File: src/rtl/ysyx_22040386_pkg.sv
// Shared widths, payload layout and state encoding for the ID/EX stage.
package ysyx_22040386_pkg;

    localparam int XLEN      = 64;
    localparam int ALUCTR_W  = 5;
    localparam int REG_W     = 5;
    // pc + src1 + src2 + aluctr + word_op + rd + rf_wen = 204 bits
    localparam int PAYLOAD_W = 3 * XLEN + ALUCTR_W + 1 + REG_W + 1;

    // Buffer occupancy: EMPTY = no entries, ONE = main only, TWO = main + skid.
    typedef enum logic [1:0] {
        EMPTY = 2'd0,
        ONE   = 2'd1,
        TWO   = 2'd2
    } state_e;

    // Everything that travels from decode to execute, carried bit-exact.
    typedef struct packed {
        logic [XLEN-1:0]     pc;
        logic [XLEN-1:0]     src1;
        logic [XLEN-1:0]     src2;
        logic [ALUCTR_W-1:0] aluctr;
        logic                word_op;
        logic [REG_W-1:0]    rd;
        logic                rf_wen;
    } payload_t;

    // Next-state occupancy decode, shared by the handshake flags.
    function automatic logic state_full(input state_e st);
        return (st == TWO);
    endfunction

endpackage

File: src/rtl/ysyx_22040386_pipe_reg.sv
// Payload-wide register with asynchronous reset to zero and a load enable.
module ysyx_22040386_pipe_reg
    import ysyx_22040386_pkg::*;
#(
    parameter int W = PAYLOAD_W
) (
    input  logic         clk,
    input  logic         rst,
    input  logic         en,
    input  logic [W-1:0] d,
    output logic [W-1:0] q
);

    logic [W-1:0] q_r;

    // Load d when enabled, otherwise hold; clear on reset.
    always_ff @(posedge clk or posedge rst) begin
        if (rst) begin
            q_r <= {W{1'b0}};
        end else if (en) begin
            q_r <= d;
        end else begin
            q_r <= q_r;
        end
    end

    assign q = q_r;

endmodule

File: src/rtl/ysyx_22040386_idex_stage.sv
// ID/EX pipeline stage: two-entry skid buffer (main drives the outputs,
// skid absorbs one extra instruction so in_ready never depends on out_ready).
module ysyx_22040386_idex_stage
    import ysyx_22040386_pkg::*;
(
    input  logic                clk,
    input  logic                rst,

    input  logic                in_valid,
    output logic                in_ready,
    input  logic [XLEN-1:0]     in_pc,
    input  logic [XLEN-1:0]     in_src1,
    input  logic [XLEN-1:0]     in_src2,
    input  logic [ALUCTR_W-1:0] in_aluctr,
    input  logic                in_word_op,
    input  logic [REG_W-1:0]    in_rd,
    input  logic                in_rf_wen,

    input  logic                flush,

    output logic                out_valid,
    input  logic                out_ready,
    output logic [XLEN-1:0]     out_pc,
    output logic [XLEN-1:0]     out_src1,
    output logic [XLEN-1:0]     out_src2,
    output logic [ALUCTR_W-1:0] out_aluctr,
    output logic                out_word_op,
    output logic [REG_W-1:0]    out_rd,
    output logic                out_rf_wen
);

    state_e   state_r;
    state_e   next_state_s;
    logic     in_ready_r;
    logic     out_valid_r;

    logic     in_fire_s;
    logic     out_fire_s;
    logic     main_en_s;
    logic     skid_en_s;
    payload_t in_payload_s;
    payload_t main_d_s;
    payload_t main_q_s;
    payload_t skid_q_s;

    assign in_payload_s = '{pc:      in_pc,
                            src1:    in_src1,
                            src2:    in_src2,
                            aluctr:  in_aluctr,
                            word_op: in_word_op,
                            rd:      in_rd,
                            rf_wen:  in_rf_wen};

    assign in_fire_s  = in_valid  & in_ready_r;
    assign out_fire_s = out_valid_r & out_ready;

    // Occupancy transitions and register load controls.
    always_comb begin
        next_state_s = state_r;
        main_en_s    = 1'b0;
        skid_en_s    = 1'b0;
        main_d_s     = in_payload_s;
        if (flush) begin
            // Everything held is dropped; a handshake on this edge counts as consumed.
            next_state_s = EMPTY;
        end else begin
            case (state_r)
                EMPTY: begin
                    if (in_fire_s) begin
                        next_state_s = ONE;
                        main_en_s    = 1'b1;
                    end else begin
                        next_state_s = EMPTY;
                    end
                end
                ONE: begin
                    if (in_fire_s && !out_fire_s) begin
                        next_state_s = TWO;
                        skid_en_s    = 1'b1;
                    end else if (!in_fire_s && out_fire_s) begin
                        next_state_s = EMPTY;
                    end else if (in_fire_s && out_fire_s) begin
                        // Consumer drained main this edge, so the new one replaces it directly.
                        next_state_s = ONE;
                        main_en_s    = 1'b1;
                    end else begin
                        next_state_s = ONE;
                    end
                end
                TWO: begin
                    if (out_fire_s) begin
                        next_state_s = ONE;
                        main_en_s    = 1'b1;
                        main_d_s     = skid_q_s;
                    end else begin
                        next_state_s = TWO;
                    end
                end
                default: begin
                    next_state_s = EMPTY;
                end
            endcase
        end
    end

    // State and registered handshake flags, all derived from the next state.
    always_ff @(posedge clk or posedge rst) begin
        if (rst) begin
            state_r     <= EMPTY;
            in_ready_r  <= 1'b1;
            out_valid_r <= 1'b0;
        end else begin
            state_r     <= next_state_s;
            in_ready_r  <= !state_full(next_state_s);
            out_valid_r <= (next_state_s != EMPTY);
        end
    end

    ysyx_22040386_pipe_reg #(.W(PAYLOAD_W)) u_main (
        .clk (clk),
        .rst (rst),
        .en  (main_en_s),
        .d   (main_d_s),
        .q   (main_q_s)
    );

    ysyx_22040386_pipe_reg #(.W(PAYLOAD_W)) u_skid (
        .clk (clk),
        .rst (rst),
        .en  (skid_en_s),
        .d   (in_payload_s),
        .q   (skid_q_s)
    );

    assign in_ready    = in_ready_r;
    assign out_valid   = out_valid_r;
    assign out_pc      = main_q_s.pc;
    assign out_src1    = main_q_s.src1;
    assign out_src2    = main_q_s.src2;
    assign out_aluctr  = main_q_s.aluctr;
    assign out_word_op = main_q_s.word_op;
    assign out_rd      = main_q_s.rd;
    assign out_rf_wen  = main_q_s.rf_wen;

endmodule

File: config.mk
export PLATFORM = sky130hd
export DESIGN_NAME = ysyx_22040386_idex_stage
export DESIGN_NICKNAME = d
export VERILOG_FILES = /design/src/rtl/ysyx_22040386_pkg.sv /design/src/rtl/ysyx_22040386_pipe_reg.sv /design/src/rtl/ysyx_22040386_idex_stage.sv
export SDC_FILE = /design/constraint.sdc
export NUM_CORES = 1
export LEC_CHECK = 0
export BUFFER_PORTS_ARGS = -buffer_cell sky130_fd_sc_hd__buf_2
export CORE_ASPECT_RATIO = 0.7
export CORE_MARGIN = 10
export CORE_UTILIZATION = 40
export DETAILED_ROUTE_END_ITERATION = 6
export SETUP_SLACK_MARGIN = 0.4
export SLEW_MARGIN = 20
export SYNTH_ARGS = -nofsm -noshare
export SYNTH_HDL_FRONTEND = slang
export SYNTH_SLANG_ARGS = --single-unit
File: constraint.sdc
create_clock -name clk -period 23.1 [get_ports clk]
set_input_delay 1.155 -clock clk [delete_from_list [all_inputs] [get_ports clk]]
set_output_delay 1.155 -clock clk [all_outputs]
set_load 0.02 [all_outputs]
==> results_dict.tcl <==
set metrics [dict create \
    tritoncts "done" \
    p_sw_mw 0.723 \
    cellPowerDensity_mw_per_mm2 110 \
    final_hold_viol_count 0 \
    numPlacedInstances 2227 \
    postSynthRegisterBits 412 \
    basic_gate_share_of_the_synthesized_area_counting_and_or_nand_and_nor_cells_pct 5.03 \
    die_w_um 268 \
    syn_area_per_cell_um2 12.8 \
    total_power_mw 2.29 \
    routedLengthMet1_um 18900 \
    synth-async-reset-ratio_pct 100 \
    critical_path.max_fanout 99 \
    min_delay_path_depth 1 \
    vias_per_cell 4.98 \
    r2r-end "u_main.q[155]" \
    finalNonFillerCells 2299 \
    post_route_skew_ns 0.0107 \
    grt_pass1_wl_um 68300 \
    max-vdd-ir-drop_v 0.0000722 \
    synth_compound_gate_area_share_pct 6.10 \
    drt_wl_total_um 43400 \
    worstRegToRegCells 8 \
    synth_enable_flop_cells 0 \
    tightestPinTransition_ns 1.05 \
    drcViolationCount 0 \
    synthesized_instance_count 1340 \
    routed_wire_length_per_instance_um 18.9 \
    die_y_um 194 \
    finalWorstPathRequiredPeriod_ns 3.40 \
    worst_setup_path_end_kind "flip-flop" \
    finalSetupViolCount 0 \
    layout_commonest_cell "sky130_fd_sc_hd__buf_2" \
    cts_hold_buf 0 \
    sequential_share_of_the_synthesized_area_pct 59.9 \
    hold_start "u_skid.q[65]" \
    floorplan.initialDensity_pct 40.6 \
    critPathRequiredTime_ns 23.54 \
    most-common-layout-cells "sky130_fd_sc_hd__buf_2 (414), sky130_fd_sc_hd__dfrtp_1 (411), sky130_fd_sc_hd__mux2i_1 (204), sky130_fd_sc_hd__nor2_1 (204), sky130_fd_sc_hd__a21oi_1 (204)" \
    dr_total_vias 11500 \
    finalNetCount 1929 \
    power_frac_clock_pct 27.1 \
    yosys_most_used_dff "sky130_fd_sc_hd__dfrtp_1" \
    fmaxAchievable_ghz 0.294 \
    dominant_combinational_cell_family_by_area_after_synthesis "multiplexers" \
    die-area_mm2 0.0518 \
    min_delay_worst_endpoint "u_skid.q[65]" \
    critical_path.startpoint_type "primary input" \
    number_of_max_capacitance_violations_reported 0 \
    p_seq_share_pct 48.7 \
    met2_wirelength_um 20300 \
    drtPass1Iterations 4 \
    comb_power_share_pct 24.2 \
    min_path_type "reg2reg" \
    top_layer_used "met5" \
    rows 63 \
    portBuffers 414 \
    timing.final.max_slew_violations 0 \
    post_synth_fa_ha_maj_area_fraction_pct 0.145 \
    numCtsBuffers 41 \
    setup_tns_ns 0 \
    cts-htree-levels 2 \
    post-cts-setup-buffers 0 \
    ioPinCount 415 \
    detailedPlacementHpwl_um 29600 \
    initial_antenna_violation_count 10 \
    worst_r2r_startpoint "in_ready" \
    cts-root-to-sink-buffers 3 \
    status "complete, no violations" \
    final.period_utilization_pct 14.7 \
    route.antenna.remaining_nets 0 \
    core_area_mm2 0.0424 \
    clock_pin_slew_on_the_worst_setup_and_hold_paths_ns 0.06 \
    worstPathArrival_ns 3.84 \
    worst_setup_path_startpoint "out_ready" \
    synth_xor_xnor_area_share_pct 0 \
    netlist_area_mm2 0.0172 \
    grt_overflow_total 0 \
    clk-insertion-delay-late_ns 0.52 \
    met3_wirelength_um 3390 \
    post_synth_mux_area_share_pct 25.2 \
    pin_count_of_the_biggest_net_entering_global_routing 231 \
    grt_setup_unrepaired "no" \
    synth.net_count 1551 \
    first_iter_violations 760 \
    leakage_nw 10.6 \
    layout_overhead_on_the_synthesized_area_pct 20.6 \
    cts.root.buffer_cell "sky130_fd_sc_hd__clkbuf_16" \
    cts.sink_count 412 \
    sw_frac_of_total_pct 31.5 \
    cts.repair.resized 0 \
    globalRouteTotalUtil_pct 16.2 \
    yosys.cell_types.count 24 \
    gpl.final_weighted_congestion 0.781 \
    power_report.internal_total_mw 1.57 \
    yosysWarningCount 0 \
    vias_in_the_first_global_route 11900 \
    timing.reg2reg.setup_slack_ns 19.86 \
    worstSetupPathType "in2reg" \
    maxSlewHeadroom_pct 29.9 \
    final_layout_size_suffix_gt1_share_pct 30.9 \
]
stage by stage:
step	area (um2)	hold WS (ns)	setup slack [ns]	utilization [%]
floorplan	17200	0.457	10.48	-
global placement	19500	0.466	19.09	46.0
detailed placement	19500	0.474	19.06	46.0
CTS	20700	0.486	19.63	48.9
global route	20800	0.492	19.45	48.9
finish	20800	0.482	19.70	48.9
area by class of cell:
| type | instances | area, um2 |
|---|---|---|
| fillers | 3822 | 21700 |
| flip-flops and latches | 412 | 10300 |
| multi-input cells | 835 | 6310 |
| repair buffers | 425 | 2200 |
| clock buffers | 60 | 1160 |
| well taps | 552 | 691 |
| clock inverters | 7 | 60.1 |
| inverters | 3 | 18.8 |
| diodes | 5 | 12.5 |
flip-flops by register name (all words and copies together), names as in the netlist:
register	count
u_main.q	204
u_skid.q	204
state_r	2
in_ready	1
out_valid	1
power groups by stage:
stage	Clock, mW	Combinational, mW	Sequential, mW
3_5_place_dp	0	0.568	1.13
6_report	0.622	0.555	1.12
4_1_cts	0.642	0.568	1.12
3_3_place_gp	0	0.549	1.12
5_1_grt	0.673	0.612	1.15
2_1_floorplan	0	0.254	1.22
worst max path at each step:
stage                    endpoint  slack, ns
floorplan               out_valid      10.48
global placement    u_skid.q[133]      19.09
detailed placement  u_skid.q[134]      19.06
CTS                 u_main.q[133]      19.63
global route        u_main.q[120]      19.45
finish              u_main.q[155]      19.70
worst max-delay path, stage by stage:
cell and delay (ns):
sky130_fd_sc_hd__buf_2 0.12, sky130_fd_sc_hd__nand2_1 0.09, sky130_fd_sc_hd__inv_1 0.07, sky130_fd_sc_hd__ha_1 0.14, sky130_fd_sc_hd__nand3b_1 0.12, sky130_fd_sc_hd__a31oi_4 0.24, sky130_fd_sc_hd__buf_4 0.78, sky130_fd_sc_hd__buf_4 0.78
sky130_fd_sc_hd__nor2_1 0.08, sky130_fd_sc_hd__a21oi_1 0.16
Yosys cell counts, types with 2 or more instances:
cell	number	area share, %
sky130_fd_sc_hd__buf_6	18	1.2
sky130_fd_sc_hd__mux2_1	150	9.8
sky130_fd_sc_hd__clkbuf_1	4	0.087
sky130_fd_sc_hd__a21oi_1	204	5.9
sky130_fd_sc_hd__nand3b_1	2	0.087
sky130_fd_sc_hd__nand2_1	3	0.065
sky130_fd_sc_hd__mux2i_1	204	12
sky130_fd_sc_hd__buf_2	50	1.5
sky130_fd_sc_hd__buf_4	18	0.79
sky130_fd_sc_hd__inv_1	3	0.065
sky130_fd_sc_hd__a21o_1	3	0.13
sky130_fd_sc_hd__dfrtp_1	411	60
sky130_fd_sc_hd__nor2_1	204	4.5
sky130_fd_sc_hd__mux2_2	54	3.5
sky130_fd_sc_hd__ha_1	2	0.15
sky130_fd_sc_hd__nand2b_1	2	0.073
cells by family (layout without fill, tap and decap cells):
| kind of cell | Yosys count | count (layout) |
|---|---|---|
| muxes | 408 | 408 |
| AOI/OAI and AO/OA | 208 | 208 |
| adders and majority gates | 2 | 2 |
| DFF | 412 | 412 |
| other | 0 | 5 |
| and+or+nand+nor | 217 | 217 |
| buffers and inverters | 93 | 495 |
layer usage:
| layer | up-vias | GRT usage [%] |
|---|---|---|
| li1 | 5415 | - |
| met1 | 5674 | 21.0 |
| met2 | 298 | 26.0 |
| met3 | 62 | 5.33 |
| met4 | 8 | 3.51 |
| met5 | - | 0 |
No activity file was read; power rests on OpenSTA's default activity.
